## src/rtl/tick_sched_pkg.sv

```systemverilog
// Shared types and defaults for the tick scheduler and its rate channels.
package tick_sched_pkg;

    localparam int PERIOD_W_DEF = 32;

    typedef enum logic [2:0] {
        OP_NOP        = 3'd0,
        OP_START      = 3'd1,
        OP_STOP       = 3'd2,
        OP_ONESHOT    = 3'd3,
        OP_RESYNC     = 3'd4,
        OP_SET_PERIOD = 3'd5
    } cmd_op_e;

    typedef enum logic [1:0] {
        CH_OFF,
        CH_RUN,
        CH_ONESHOT
    } chan_state_e;

    typedef enum logic {
        ST_ACCEPT,
        ST_APPLY
    } cmd_fsm_e;

    // Opcodes 6 and 7 are unassigned and get rejected.
    function automatic logic op_is_valid(input logic [2:0] op);
        return op <= 3'd5;
    endfunction

endpackage

```

## src/rtl/tick_channel.sv

```systemverilog
// One rate channel: run state, cycle counter, active/shadow period,
// registered tick pulse, phase square wave and active flag.
//
// The tick register looks ahead: it is loaded on the edge where the counter
// reaches period-1, so the pulse is visible during the cycle whose end is
// the wrap edge. A period started at edge a therefore ticks in the cycle
// after edge a+P-1, and a period of 1 ticks every running cycle.
module tick_channel
    import tick_sched_pkg::*;
#(
    parameter int PeriodW       = PERIOD_W_DEF,
    parameter int DefaultPeriod = 25_000_000
) (
    input  logic               i_clock_50mhz,
    input  logic               i_reset,
    input  logic               i_apply,
    input  cmd_op_e            i_op,
    input  logic [PeriodW-1:0] i_period,
    output logic               o_tick,
    output logic               o_phase,
    output logic               o_active
);

    localparam logic [PeriodW-1:0] ONE      = PeriodW'(1);
    localparam logic [PeriodW-1:0] RST_PER  = PeriodW'(DefaultPeriod);

    chan_state_e        r_state,  w_state_nxt;
    logic [PeriodW-1:0] r_cnt,    w_cnt_nxt;
    logic [PeriodW-1:0] r_period, w_period_nxt;
    logic [PeriodW-1:0] r_shadow, w_shadow_nxt;
    logic               r_tick,   w_tick_nxt;
    logic               r_phase;
    logic               r_active;
    logic               w_running;
    logic               w_wrap;

    assign w_running = (r_state != CH_OFF);
    assign w_wrap    = w_running && (r_cnt == r_period - ONE);

    // Next state: counting/wrap on the pre-command state first, then the command on top.
    always_comb begin
        w_state_nxt  = r_state;
        w_cnt_nxt    = r_cnt;
        w_period_nxt = r_period;
        w_shadow_nxt = r_shadow;

        if (w_running) begin
            if (w_wrap) begin
                w_cnt_nxt    = '0;
                w_period_nxt = r_shadow;
                if (r_state == CH_ONESHOT) begin
                    w_state_nxt = CH_OFF;
                end
            end else begin
                w_cnt_nxt = r_cnt + ONE;
            end
        end

        if (i_apply) begin
            case (i_op)
                OP_START: begin
                    if (w_state_nxt == CH_OFF) begin
                        w_state_nxt = CH_RUN;
                        w_cnt_nxt   = '0;
                    end
                end
                OP_ONESHOT: begin
                    if (w_state_nxt == CH_OFF) begin
                        w_state_nxt = CH_ONESHOT;
                        w_cnt_nxt   = '0;
                    end
                end
                OP_STOP: begin
                    w_state_nxt = CH_OFF;
                    w_cnt_nxt   = '0;
                end
                OP_RESYNC: begin
                    w_cnt_nxt = '0;
                end
                OP_SET_PERIOD: begin
                    // A running channel finishes its current period at the old length.
                    w_shadow_nxt = i_period;
                    if (w_state_nxt == CH_OFF) begin
                        w_period_nxt = i_period;
                    end
                end
                default: ;
            endcase
        end

        w_tick_nxt = (w_state_nxt != CH_OFF) && (w_cnt_nxt == w_period_nxt - ONE);
    end

    // Channel state and output registers.
    always_ff @(posedge i_clock_50mhz or posedge i_reset) begin
        if (i_reset) begin
            r_state  <= CH_OFF;
            r_cnt    <= '0;
            r_period <= RST_PER;
            r_shadow <= RST_PER;
            r_tick   <= 1'b0;
            r_phase  <= 1'b0;
            r_active <= 1'b0;
        end else begin
            r_state  <= w_state_nxt;
            r_cnt    <= w_cnt_nxt;
            r_period <= w_period_nxt;
            r_shadow <= w_shadow_nxt;
            r_tick   <= w_tick_nxt;
            r_phase  <= r_phase ^ w_tick_nxt;
            r_active <= (w_state_nxt != CH_OFF);
        end
    end

    assign o_tick   = r_tick;
    assign o_phase  = r_phase;
    assign o_active = r_active;

endmodule

```

## src/rtl/tick_scheduler.sv

```systemverilog
// Shared time-base controller: a valid/ready command port feeding a bank of
// independent rate channels. Commands are latched in ACCEPT and applied to
// the addressed channel during the following APPLY cycle.
module tick_scheduler
    import tick_sched_pkg::*;
#(
    parameter  int NumChannels   = 4,
    parameter  int DefaultPeriod = 25_000_000,
    parameter  int PeriodW       = PERIOD_W_DEF,
    localparam int ChanW         = (NumChannels > 1) ? $clog2(NumChannels) : 1
) (
    input  logic                   i_clock_50mhz,
    input  logic                   i_reset,
    input  logic                   i_cmd_valid,
    output logic                   o_cmd_ready,
    input  logic [2:0]             i_cmd_op,
    input  logic [ChanW-1:0]       i_cmd_chan,
    input  logic [PeriodW-1:0]     i_cmd_period,
    output logic                   o_cmd_err,
    output logic [NumChannels-1:0] o_tick,
    output logic [NumChannels-1:0] o_phase,
    output logic [NumChannels-1:0] o_active
);

    cmd_fsm_e               r_fsm, w_fsm_nxt;
    logic                   r_ready;
    logic                   r_err;
    logic [2:0]             r_cmd_op;
    logic [ChanW-1:0]       r_cmd_chan;
    logic [PeriodW-1:0]     r_cmd_period;
    logic                   w_accept;
    logic                   w_cmd_ok;
    logic                   w_chan_ok;
    logic                   w_apply_any;
    logic                   w_err_nxt;
    cmd_op_e                w_op;
    logic [NumChannels-1:0] w_apply;

    assign w_accept  = i_cmd_valid && r_ready;
    assign w_chan_ok = (32'(r_cmd_chan) < NumChannels);
    assign w_cmd_ok  = op_is_valid(r_cmd_op) && w_chan_ok &&
                       !((r_cmd_op == 3'(OP_SET_PERIOD)) && (r_cmd_period == '0));
    assign w_op      = cmd_op_e'(r_cmd_op);

    // Command FSM state register.
    always_ff @(posedge i_clock_50mhz or posedge i_reset) begin
        if (i_reset) begin
            r_fsm <= ST_ACCEPT;
        end else begin
            r_fsm <= w_fsm_nxt;
        end
    end

    // Command FSM next state, apply strobe and error decision.
    always_comb begin
        w_fsm_nxt   = r_fsm;
        w_apply_any = 1'b0;
        w_err_nxt   = 1'b0;
        case (r_fsm)
            ST_ACCEPT: begin
                if (w_accept) begin
                    w_fsm_nxt = ST_APPLY;
                end
            end
            ST_APPLY: begin
                w_fsm_nxt   = ST_ACCEPT;
                w_apply_any = w_cmd_ok;
                w_err_nxt   = !w_cmd_ok;
            end
            default: w_fsm_nxt = ST_ACCEPT;
        endcase
    end

    // Ready and error are registered so both read 0 while reset is held.
    always_ff @(posedge i_clock_50mhz or posedge i_reset) begin
        if (i_reset) begin
            r_ready <= 1'b0;
            r_err   <= 1'b0;
        end else begin
            r_ready <= (w_fsm_nxt == ST_ACCEPT);
            r_err   <= w_err_nxt;
        end
    end

    // Capture the command fields on handshake.
    always_ff @(posedge i_clock_50mhz or posedge i_reset) begin
        if (i_reset) begin
            r_cmd_op     <= '0;
            r_cmd_chan   <= '0;
            r_cmd_period <= '0;
        end else if (w_accept) begin
            r_cmd_op     <= i_cmd_op;
            r_cmd_chan   <= i_cmd_chan;
            r_cmd_period <= i_cmd_period;
        end
    end

    for (genvar g = 0; g < NumChannels; g++) begin : g_chan
        assign w_apply[g] = w_apply_any && (32'(r_cmd_chan) == g);

        tick_channel #(
            .PeriodW       (PeriodW),
            .DefaultPeriod (DefaultPeriod)
        ) u_chan (
            .i_clock_50mhz (i_clock_50mhz),
            .i_reset       (i_reset),
            .i_apply       (w_apply[g]),
            .i_op          (w_op),
            .i_period      (r_cmd_period),
            .o_tick        (o_tick[g]),
            .o_phase       (o_phase[g]),
            .o_active      (o_active[g])
        );
    end

    assign o_cmd_ready = r_ready;
    assign o_cmd_err   = r_err;

endmodule

```

## config.mk

```make
export PLATFORM = sky130hd
export DESIGN_NAME = tick_scheduler
export DESIGN_NICKNAME = d
export VERILOG_FILES = /design/src/rtl/tick_sched_pkg.sv /design/src/rtl/tick_channel.sv /design/src/rtl/tick_scheduler.sv
export SDC_FILE = /design/constraint.sdc
export NUM_CORES = 2
export LEC_CHECK = 0
export CAP_MARGIN = 20
export CORE_UTILIZATION = 60
export DETAILED_ROUTE_END_ITERATION = 10
export GPL_ROUTABILITY_DRIVEN = 0
export PLACE_DENSITY = 0.77
export SYNTH_ARGS = -nofsm -noshare
export SYNTH_HDL_FRONTEND = slang
export SYNTH_HIERARCHICAL = 1
export SYNTH_SLANG_ARGS = --single-unit
```

## constraint.sdc

```tcl
create_clock -name i_clock_50mhz -period 8.29 [get_ports i_clock_50mhz]
set_clock_uncertainty 0.05 [all_clocks]
set_input_delay 1.658 -clock i_clock_50mhz [delete_from_list [all_inputs] [get_ports i_clock_50mhz]]
set_output_delay 1.658 -clock i_clock_50mhz [all_outputs]
set_load 0.05 [all_outputs]
```

==> flow_summary_export.csv <==
group,metric,value,unit
timing,finalSetupTns,0,ps
timing,hold_viol,0,
timing,tightest_slew,1160,ps
synthesis,synth_area,32400,um^2
placement,dpl.hpwl,73700,um
cells_and_area,diodes,0,
synthesis,synthesis.nets,3764,
hold_path,min_to,"g_chan[0].u_chan/r_shadow[28]",
outcome,violations,"DRC",
hold_path,min_from,"g_chan[0].u_chan/r_shadow[28]",
floorplan,core_area,53000,um^2
grt,grt_max_degree,70,
synthesis,async_flop_share,1.00,
synthesis,yosysSeqAreaShare,0.346,
cells_and_area,drive_gt1_frac,0.136,
synthesis,synth_top_flop_cell,"dfrtp_1",
cells_and_area,fin_cells,4427,
detailed_routing,vias_per_cell,6.75,
clocking,cts_tree,"yes",
synthesis,ys_types,107,
detailed_routing,wl_per_cell,23.3,um
synthesis,muxShareOfSynthArea,0.0819,
clocking,cts_root_buffer,"clkbuf_16",
timing,slew_headroom,0.229,
synthesis,synth_top_family_by_area,"simple AND/OR/NAND/NOR gates",
timing,fmax,134,MHz
placement,placed_cells,4333,
setup_path,cp-end-kind,"register",
cells_and_area,area_growth,9.04,%
floorplan,start_util,0.612,
detailed_routing,dr.pass1.iters,10,
grt,overflow,0,
clocking,cts_buffers,50,
cells_and_area,design_area,35400,um^2
clocking,htreeDepth,2,
detailed_routing,drcViolationCount,1,
clocking,cts_resized,0,
synthesis,synthAdderAreaFrac,0.00463,
timing,setup_ws,848,ps
detailed_routing,wirelength,103000,um
setup_path,cp-start-kind,"register",
grt,antenna_found_initial,1,
cells_and_area,final_util,0.668,
outcome,status,"finished, violations left",
timing,final-setup-viol-count,0,
detailed_routing,drt_iter0_markers,3855,
setup_path,reg2reg_to,"g_chan[1].u_chan/o_phase",
timing,drv_slew,0,
setup_path,rr_worst_depth,21,
synthesis,synth_edf_count,0,
grt,grt.total_usage,0.378,
flow_run,cap_violations,0,
clocking,cts.sink_count,444,
synthesis,ys_seq_elements,444,
placement,placed_area,33500,um^2
setup_path,cp.required,8780,ps
floorplan,io_pins,54,
clocking,clk_latency,620,ps
floorplan,die_h,234,um
synthesis,synth_cells,3712,
pwr,max-vdd-ir-drop,0.191,mV
placement,place_ws,1100,ps
detailed_routing,vias,29894,
pwr,p_leak,15.5,nW
timing,fin_crit_sh,0.898,
setup_path,rr_startpoint,"g_chan[1].u_chan/r_period[0]",
hold_path,whs_path_depth,2,
cells_and_area,final_cell_mix,"nand2_1, dfrtp_1, nor2_1",
detailed_routing,drtAntennaViolNets,0,
cells_and_area,fin_nets,3749,
floorplan,rows,84,
setup_path,arrival,7930,ps
clocking,post_cts_buffers,0,
setup_path,critPathMaxFanout,11,
clocking,holdBufCountCts,0,
timing,rsz0062_at_grt,"no",
synthesis,synth_compound_area_frac,0.145,
clocking,clkTransAtPathRegs,60,ps
setup_path,r2r_slack,850,ps
hold_path,min_path_type,"register to register",
floorplan,die_area,55000,um^2
floorplan,chipWidth,234,um
placement,io_buffers,53,
setup_path,crit_type,"register to register",
timing,post-route-min-period,7440,ps
synthesis,yosys.area_share.simple,0.259,
grt,grt_pass1_wl,160000,um
pwr,power_density,273,nW/um^2
grt,grt_pass1_vias,27677,
synthesis,synthXorXnorAreaFrac,0.121,
clocking,cts_buffer_depth,3,
synthesis,postSynthAreaPerCell,8.74,um^2
cells_and_area,layout_commonest_cell,"nand2_1",
synthesis,ys_warn_count,6,
[state kept, by name, indices dropped and copies added, names as in the netlist]
register	cells
r_cmd_period	32
g_chan.u_chan/o_active	4
r_cmd_op	3
g_chan.u_chan/r_cnt	128
g_chan.u_chan/o_phase	4
g_chan.u_chan/o_tick	4
g_chan.u_chan/r_shadow	128
r_fsm	1
o_cmd_ready	1
o_cmd_err	1
g_chan.u_chan/r_period	128
g_chan.u_chan/r_state	8
r_cmd_chan	2
[power breakdown]
group	total (mW)	internal (mW)	switching (mW)
Sequential	3.10	2.59	0.501
Combinational	3.99	1.64	2.36
Clock	2.55	1.59	0.960
Total	9.64	5.83	3.82
[through the flow]
| stage | total power, mW | hold WS, ps |
|---|---|---|
| after CTS | 9.52 | 422 |
| after detailed placement | 6.93 | 412 |
| after global routing | 10.1 | 443 |
| final | 9.64 | 426 |
| after global placement | 6.87 | 406 |
| after floorplan | 5.88 | 388 |
[synth_stat cells (all sizes together) (107+ instances only)]
cell type    n  area share
inv        107       0.012
clkbuf     122       0.014
nand2      402       0.047
nand3      174       0.027
dfrtp      348        0.27
xor2       200       0.054
mux2       117       0.041
mux2i      128       0.041
nor3       167       0.026
xnor2      234       0.063
nor2       290       0.034
o21ai      186       0.029
[cell type report]
cell class,count,area [um^2]
Multi-Input combinational cell,2965,19900
Fill cell,4433,17600
Sequential cell,444,11200
Clock buffer,73,1500
Timing Repair Buffer,129,1100
Tap cell,688,861
Inverter,107,412
Clock inverter,21,385
[cell families after synthesis]
family,Yosys count
muxes,245
buffers and inverters,303
DFF,444
adders and majority gates,12
AOI/OAI and AO/OA,679
xor gates and xnor gates,438
and+or+nand+nor,1591
[routing by layer]
layer	routed length (um)	track usage	vias to the layer above
met1	43000	0.553	14235
met3	13500	0.0998	335
met4	4740	0.143	0
met2	42100	0.530	1835
met5	0	0	-
li1	-	-	13489
[worst max-delay path, stage by stage, from the launching register on]
cell and delay (ps):
dfrtp_1 430, inv_1 80, ha_1 270, nor4b_1 670
nand3_1 330, xnor2_1 230, nor4_1 360, o2111ai_1 180
or4_4 480, or4_4 620, mux2i_1 210, o21ai_0 170
inv_1 90, ha_1 310, o21ai_0 240, o22ai_1 740
and4_1 360, nor4b_1 350, a31oi_1 150, or4_1 570
nor4_2 300, xor2_1 160
[worst max path at each step]
stage | start | to | slack, ps | cells past startpoint
after floorplan | g_chan[0].u_chan/r_period[0] | g_chan[0].u_chan/o_phase | 1830 | 27
after global placement | g_chan[1].u_chan/r_period[0] | g_chan[1].u_chan/o_phase | 1340 | 21
after detailed placement | g_chan[1].u_chan/r_period[0] | g_chan[1].u_chan/o_phase | 1100 | 21
after CTS | g_chan[1].u_chan/r_period[0] | g_chan[1].u_chan/o_phase | 1060 | 21
after global routing | g_chan[1].u_chan/r_period[0] | g_chan[1].u_chan/o_phase | 210 | 23
final | g_chan[1].u_chan/r_period[0] | g_chan[1].u_chan/o_phase | 850 | 21
(Power assumes the default switching activity.)
